**config.mk**
```make
export PLATFORM = sky130hd
export DESIGN_NAME = end_screen_ctrl
export DESIGN_NICKNAME = d
export VERILOG_FILES = /design/src/rtl/end_screen_ctrl.sv
export SDC_FILE = /design/constraint.sdc
export NUM_CORES = 1
export LEC_CHECK = 0
export ABC_AREA = 0
export CAP_MARGIN = 15
export CORE_AREA = 2 2 62 64
export CTS_CLUSTER_SIZE = 24
export DETAILED_ROUTE_END_ITERATION = 8
export DIE_AREA = 0 0 64 66
export GPL_ROUTABILITY_DRIVEN = 0
export HOLD_SLACK_MARGIN = 0.03
export SETUP_SLACK_MARGIN = 0.4
export SLEW_MARGIN = 20
export SYNTH_ARGS = -nofsm -noshare
export SYNTH_HDL_FRONTEND = slang
export SYNTH_SLANG_ARGS = --single-unit
```
**constraint.sdc**
```tcl
create_clock -name pclk -period 3.55 [get_ports pclk]
set_input_delay 0.5325 -clock pclk [delete_from_list [all_inputs] [get_ports pclk]]
set_output_delay 0.5325 -clock pclk [all_outputs]
set_load 0.01 [all_outputs]
```
**src/rtl/end_screen_ctrl.sv**
```systemverilog
// End-of-game screen controller: runs a game, then blinks the GAME OVER / YOU WIN overlay,
// shows it steadily, and clears the score through a handshake before the next game starts.
module end_screen_ctrl #(
   parameter int BLINK_FRAMES = 30,
   parameter int BLINK_REPS   = 3
) (
   input  logic       pclk,
   input  logic       rst,
   input  logic       vsync_in,
   input  logic       collision,
   input  logic       win_cond,
   input  logic       key_restart,
   input  logic       score_clr_ack,
   output logic       game_run,
   output logic       game_over,
   output logic       victory,
   output logic       score_clr_req,
   output logic [7:0] games_played
);

   localparam int FW = $clog2(BLINK_FRAMES + 1);
   localparam int TW = $clog2(2 * BLINK_REPS + 1);
   localparam logic [FW-1:0] FRAME_LAST  = FW'(BLINK_FRAMES);
   localparam logic [TW-1:0] TOGGLE_LAST = TW'(2 * BLINK_REPS);

   typedef enum logic [2:0] {IDLE, RUN, BLINK, HOLD, CLEAR} state_t;
   typedef enum logic {LOSE = 1'b0, WIN = 1'b1} result_t;

   state_t        state, state_n;
   result_t       result, result_n;
   logic          visible, visible_n;
   logic [FW-1:0] frame_cnt, frame_cnt_n;
   logic [TW-1:0] toggle_cnt, toggle_cnt_n;
   logic          vsync_q, key_q;
   logic          game_run_n, game_over_n, victory_n, score_clr_req_n;
   logic [7:0]    games_played_n;
   logic          overlay_n;
   logic          frame_tick, key_edge;

   assign frame_tick = vsync_in & ~vsync_q;
   assign key_edge   = key_restart & ~key_q;

   always_ff @(posedge pclk or posedge rst) begin
      if (rst) begin
         state         <= IDLE;
         result        <= LOSE;
         visible       <= 1'b0;
         frame_cnt     <= '0;
         toggle_cnt    <= '0;
         vsync_q       <= 1'b0;
         key_q         <= 1'b0;
         game_run      <= 1'b0;
         game_over     <= 1'b0;
         victory       <= 1'b0;
         score_clr_req <= 1'b0;
         games_played  <= 8'd0;
      end else begin
         state         <= state_n;
         result        <= result_n;
         visible       <= visible_n;
         frame_cnt     <= frame_cnt_n;
         toggle_cnt    <= toggle_cnt_n;
         vsync_q       <= vsync_in;
         key_q         <= key_restart;
         game_run      <= game_run_n;
         game_over     <= game_over_n;
         victory       <= victory_n;
         score_clr_req <= score_clr_req_n;
         games_played  <= games_played_n;
      end
   end

   // Outputs are decoded from the next-state values so they change on the same edge as the state.
   always_comb begin
      state_n        = state;
      result_n       = result;
      visible_n      = visible;
      frame_cnt_n    = frame_cnt;
      toggle_cnt_n   = toggle_cnt;
      games_played_n = games_played;

      case (state)
         IDLE: begin
            if (key_edge) state_n = RUN;
         end
         RUN: begin
            if (collision || win_cond) begin
               state_n        = BLINK;
               result_n       = collision ? LOSE : WIN;
               frame_cnt_n    = '0;
               toggle_cnt_n   = '0;
               visible_n      = 1'b1;
               games_played_n = (games_played == 8'hFF) ? games_played : games_played + 8'd1;
            end
         end
         BLINK: begin
            if (frame_tick) begin
               if (frame_cnt + FW'(1) == FRAME_LAST) begin
                  frame_cnt_n = '0;
                  visible_n   = ~visible;
                  if (toggle_cnt + TW'(1) == TOGGLE_LAST) begin
                     state_n      = HOLD;
                     visible_n    = 1'b1;
                     toggle_cnt_n = '0;
                  end else begin
                     toggle_cnt_n = toggle_cnt + TW'(1);
                  end
               end else begin
                  frame_cnt_n = frame_cnt + FW'(1);
               end
            end
         end
         HOLD: begin
            if (key_edge) state_n = CLEAR;
         end
         CLEAR: begin
            if (score_clr_ack) state_n = RUN;
         end
         default: state_n = IDLE;
      endcase

      overlay_n       = ((state_n == BLINK) || (state_n == HOLD)) && visible_n;
      game_run_n      = (state_n == RUN);
      game_over_n     = overlay_n && (result_n == LOSE);
      victory_n       = overlay_n && (result_n == WIN);
      score_clr_req_n = (state_n == CLEAR);
   end

endmodule

```
==> flow_summary.toml <==
[yosys]
synth-edff-count = 0
yosysTopAreaCell = "dfrtp_1"
synth.avg_cell_area_sq_um = 10.45
synth.distinct_cells = 41
synthTopCellsByCount = "dfrtp_1, nand2_1, a21oi_1"
synth_most_common_cell = "dfrtp_1"
synth_seq_cells = 27
syn_nets = 145
synthArstFlopShare = 1.000
synth_top_area_share = 0.4860
synth.yosys.seq_area_share = 0.4860
synth_area_leaders = "dfrtp_1, ha_1, a21oi_1"
ys.flop_type = "dfrtp_1"
syn_area_sq_mm = 0.001390
syn_inst = 133
ys_warn_count = 0

[setup_path]
path_delay_family = "simple AND/OR/NAND/NOR gates"
cp_data_required_time_ps = 3830
worstPathMaxFanout = 8
critPathKind = "register to register"
critPathLaunch = "state[1]"
slowest_delay_ps = 530
cp-end-kind = "register"
worst-path-buf-inv = 0
cp-start-kind = "register"
cp_slowest_cell = "or3b_1"
arrival_ps = 2310
path_cells = "or3b_1, a2bb2oi_4, or3_1, a221oi_2, a21o_1"
regToRegStartpoint = "state[1]"

[final_layout]
postLayoutCellArea_sq_mm = 0.001643
layout.nets = 166
stdcell_count = 201
syn2layout_area_growth_pct = 18.18
n_antenna_cell = 0
drive_above_1_share = 0.07843

[sta]
setup_violations = 0
period_needed_ps = 2023
relSlewSlack = 0.6246
max_freq_ghz = 0.4943
final.setup.worst_slack_ps = 1527
tns_ps = 0
slew_viol_final = 0
worst_pin_slew_ps = 562.3
rsz0062_at_grt = "no"
skew_ps = 1.554
final.period_utilization = 0.5699
hold_viol_final = 0
whs_ps = 503.5

[clocking]
clock-root-buffer = "clkbuf_4"
max-clock-path-buffers = 2
clk-insertion-delay-late_ps = 330
cts_setup_buffers = 0
ctsResizeCount = 0
cts_tree = "built"
postCtsHoldBufs = 0
cts_buffers = 3
cts.sinks = 27
ctsHtreeMaxLevel = 1
clkTransAtPathRegs_ps = 150

[detailed_routing]
routed_wl_mm = 2.563
vias_per_cell = 4.985
initialDrtViolationCount = 48
antenna_left = 0
routedWlPerCell_um = 12.75
firstDrtPassIters = 4
vias = 1002
drc = 0

[floorplanning]
rows = 22
pin_count = 19
die-area_sq_mm = 0.004224
die_x_um = 64
initial_core_util = 0.3915
die_h_um = 66
coreArea_sq_mm = 0.003551

[flow_run]
maxCapViolations = 0

[grt]
grt_max_degree = 28
antenna_found_initial = 0
grt_pass1_wl_mm = 4.533
grt_use_total = 0.1352
gr-total-overflow = 0
grt_pass1_vias = 1001

[place]
postPlaceCellArea_sq_mm = 0.001615
dp_hpwl_mm = 1.895
place_inst = 197
port-buffer-count = 18
place_ws_ps = 1364

[pwr]
leakage_nw = 0.7260
power.density_mw_per_mm2 = 622.5
ir_worst_vdd_mv = 0.2916

[hold_path]
hp-class = "register to register"
hp-start = "games_played[6]"

[outcome]
outcome = "completed"
worst paths after layout:
check / end / slack, ps / cells after the start
max in group asynchronous: games_played[7] / 2630 / 2
worst max-delay path: frame_cnt[4] / 1530 / 5
worst max register to register: frame_cnt[4] / 1530 / 5
worst min-delay path: games_played[6] / 500 / 1
min in group asynchronous: games_played[6] / 550 / 2
worst min register to register: games_played[6] / 500 / 1
layout by cell type, fill, tap and decap left out, drive strengths merged, types with 2 or more instances in the layout:
| master | synthesis | final |
|---|---|---|
| dfrtp | 27 | 27 |
| clkdlybuf4s50 | 0 | 18 |
| nand2 | 11 | 11 |
| a21oi | 10 | 10 |
| nor2 | 9 | 9 |
| o21ai | 9 | 9 |
| nand3 | 7 | 7 |
| inv | 6 | 6 |
| xor2 | 5 | 5 |
| ha | 5 | 5 |
| nor3b | 4 | 4 |
| a21o | 3 | 3 |
| xnor2 | 3 | 3 |
| clkbuf | 1 | 3 |
| nor2b | 2 | 2 |
| and4 | 2 | 2 |
| or3b | 2 | 2 |
| or3 | 2 | 2 |
| and3 | 2 | 2 |
| o2bb2ai | 2 | 2 |
| mux2 | 2 | 2 |
worst reg2reg max path, stage by stage (launching register included):
cell	delay, ps
dfrtp_1	520
or3b_1	530
a2bb2oi_4	240
or3_1	370
a221oi_2	210
a21o_1	100
routing by layer:
metal / up-vias / share of wire / GRT usage
met5: - / 0 / 0
met2: 10 / 0.50 / 0.2357
li1: 514 / - / -
met3: 2 / 0.031 / 0.03748
met1: 476 / 0.46 / 0.1717
met4: 0 / 0.0031 / 0.01630
power breakdown:
part | internal, mW | switching, mW
combinational | 0.216 | 0.183
sequential | 0.390 | 0.0965
clock | 0.0423 | 0.0950
total | 0.648 | 0.374
flip-flops by register name, indices dropped and copies added, names as in the netlist:
signal	cells
victory	1
vsync_q	1
state	3
toggle_cnt	3
frame_cnt	5
key_q	1
games_played	8
score_clr_req	1
game_over	1
game_run	1
result	1
visible	1
metrics by stage:
| stage | power (mW) | utilization |
|---|---|---|
| after floorplan | 0.7500 | - |
| after global placement | 0.8861 | 0.4549 |
| after detailed placement | 0.8959 | 0.4549 |
| after CTS | 1.035 | 0.4627 |
| after global routing | 1.107 | 0.4627 |
| final | 1.023 | 0.4627 |
area by class of cell:
type | instances | area [sq um]
fill | 339 | 1908
clock inverter | 1 | 5.005
sequential | 27 | 675.6
tap | 48 | 60.06
clock buffer | 3 | 22.52
multi-input combinational | 98 | 676.9
timing repair buffer | 18 | 180.2
inverter | 6 | 22.52
cell families (layout without fill, tap and decap cells):
group	after synthesis	in the layout	synth area share
flops	27	27	0.4861
simple gates	51	51	0.2124
buf+inv	8	28	0.02700
mux	3	3	0.02340
fa+ha+maj	5	5	0.04500
xor+xnor	8	8	0.05041
compound gates	31	31	0.1557
Note: power is estimated with default switching activity, not from simulation.
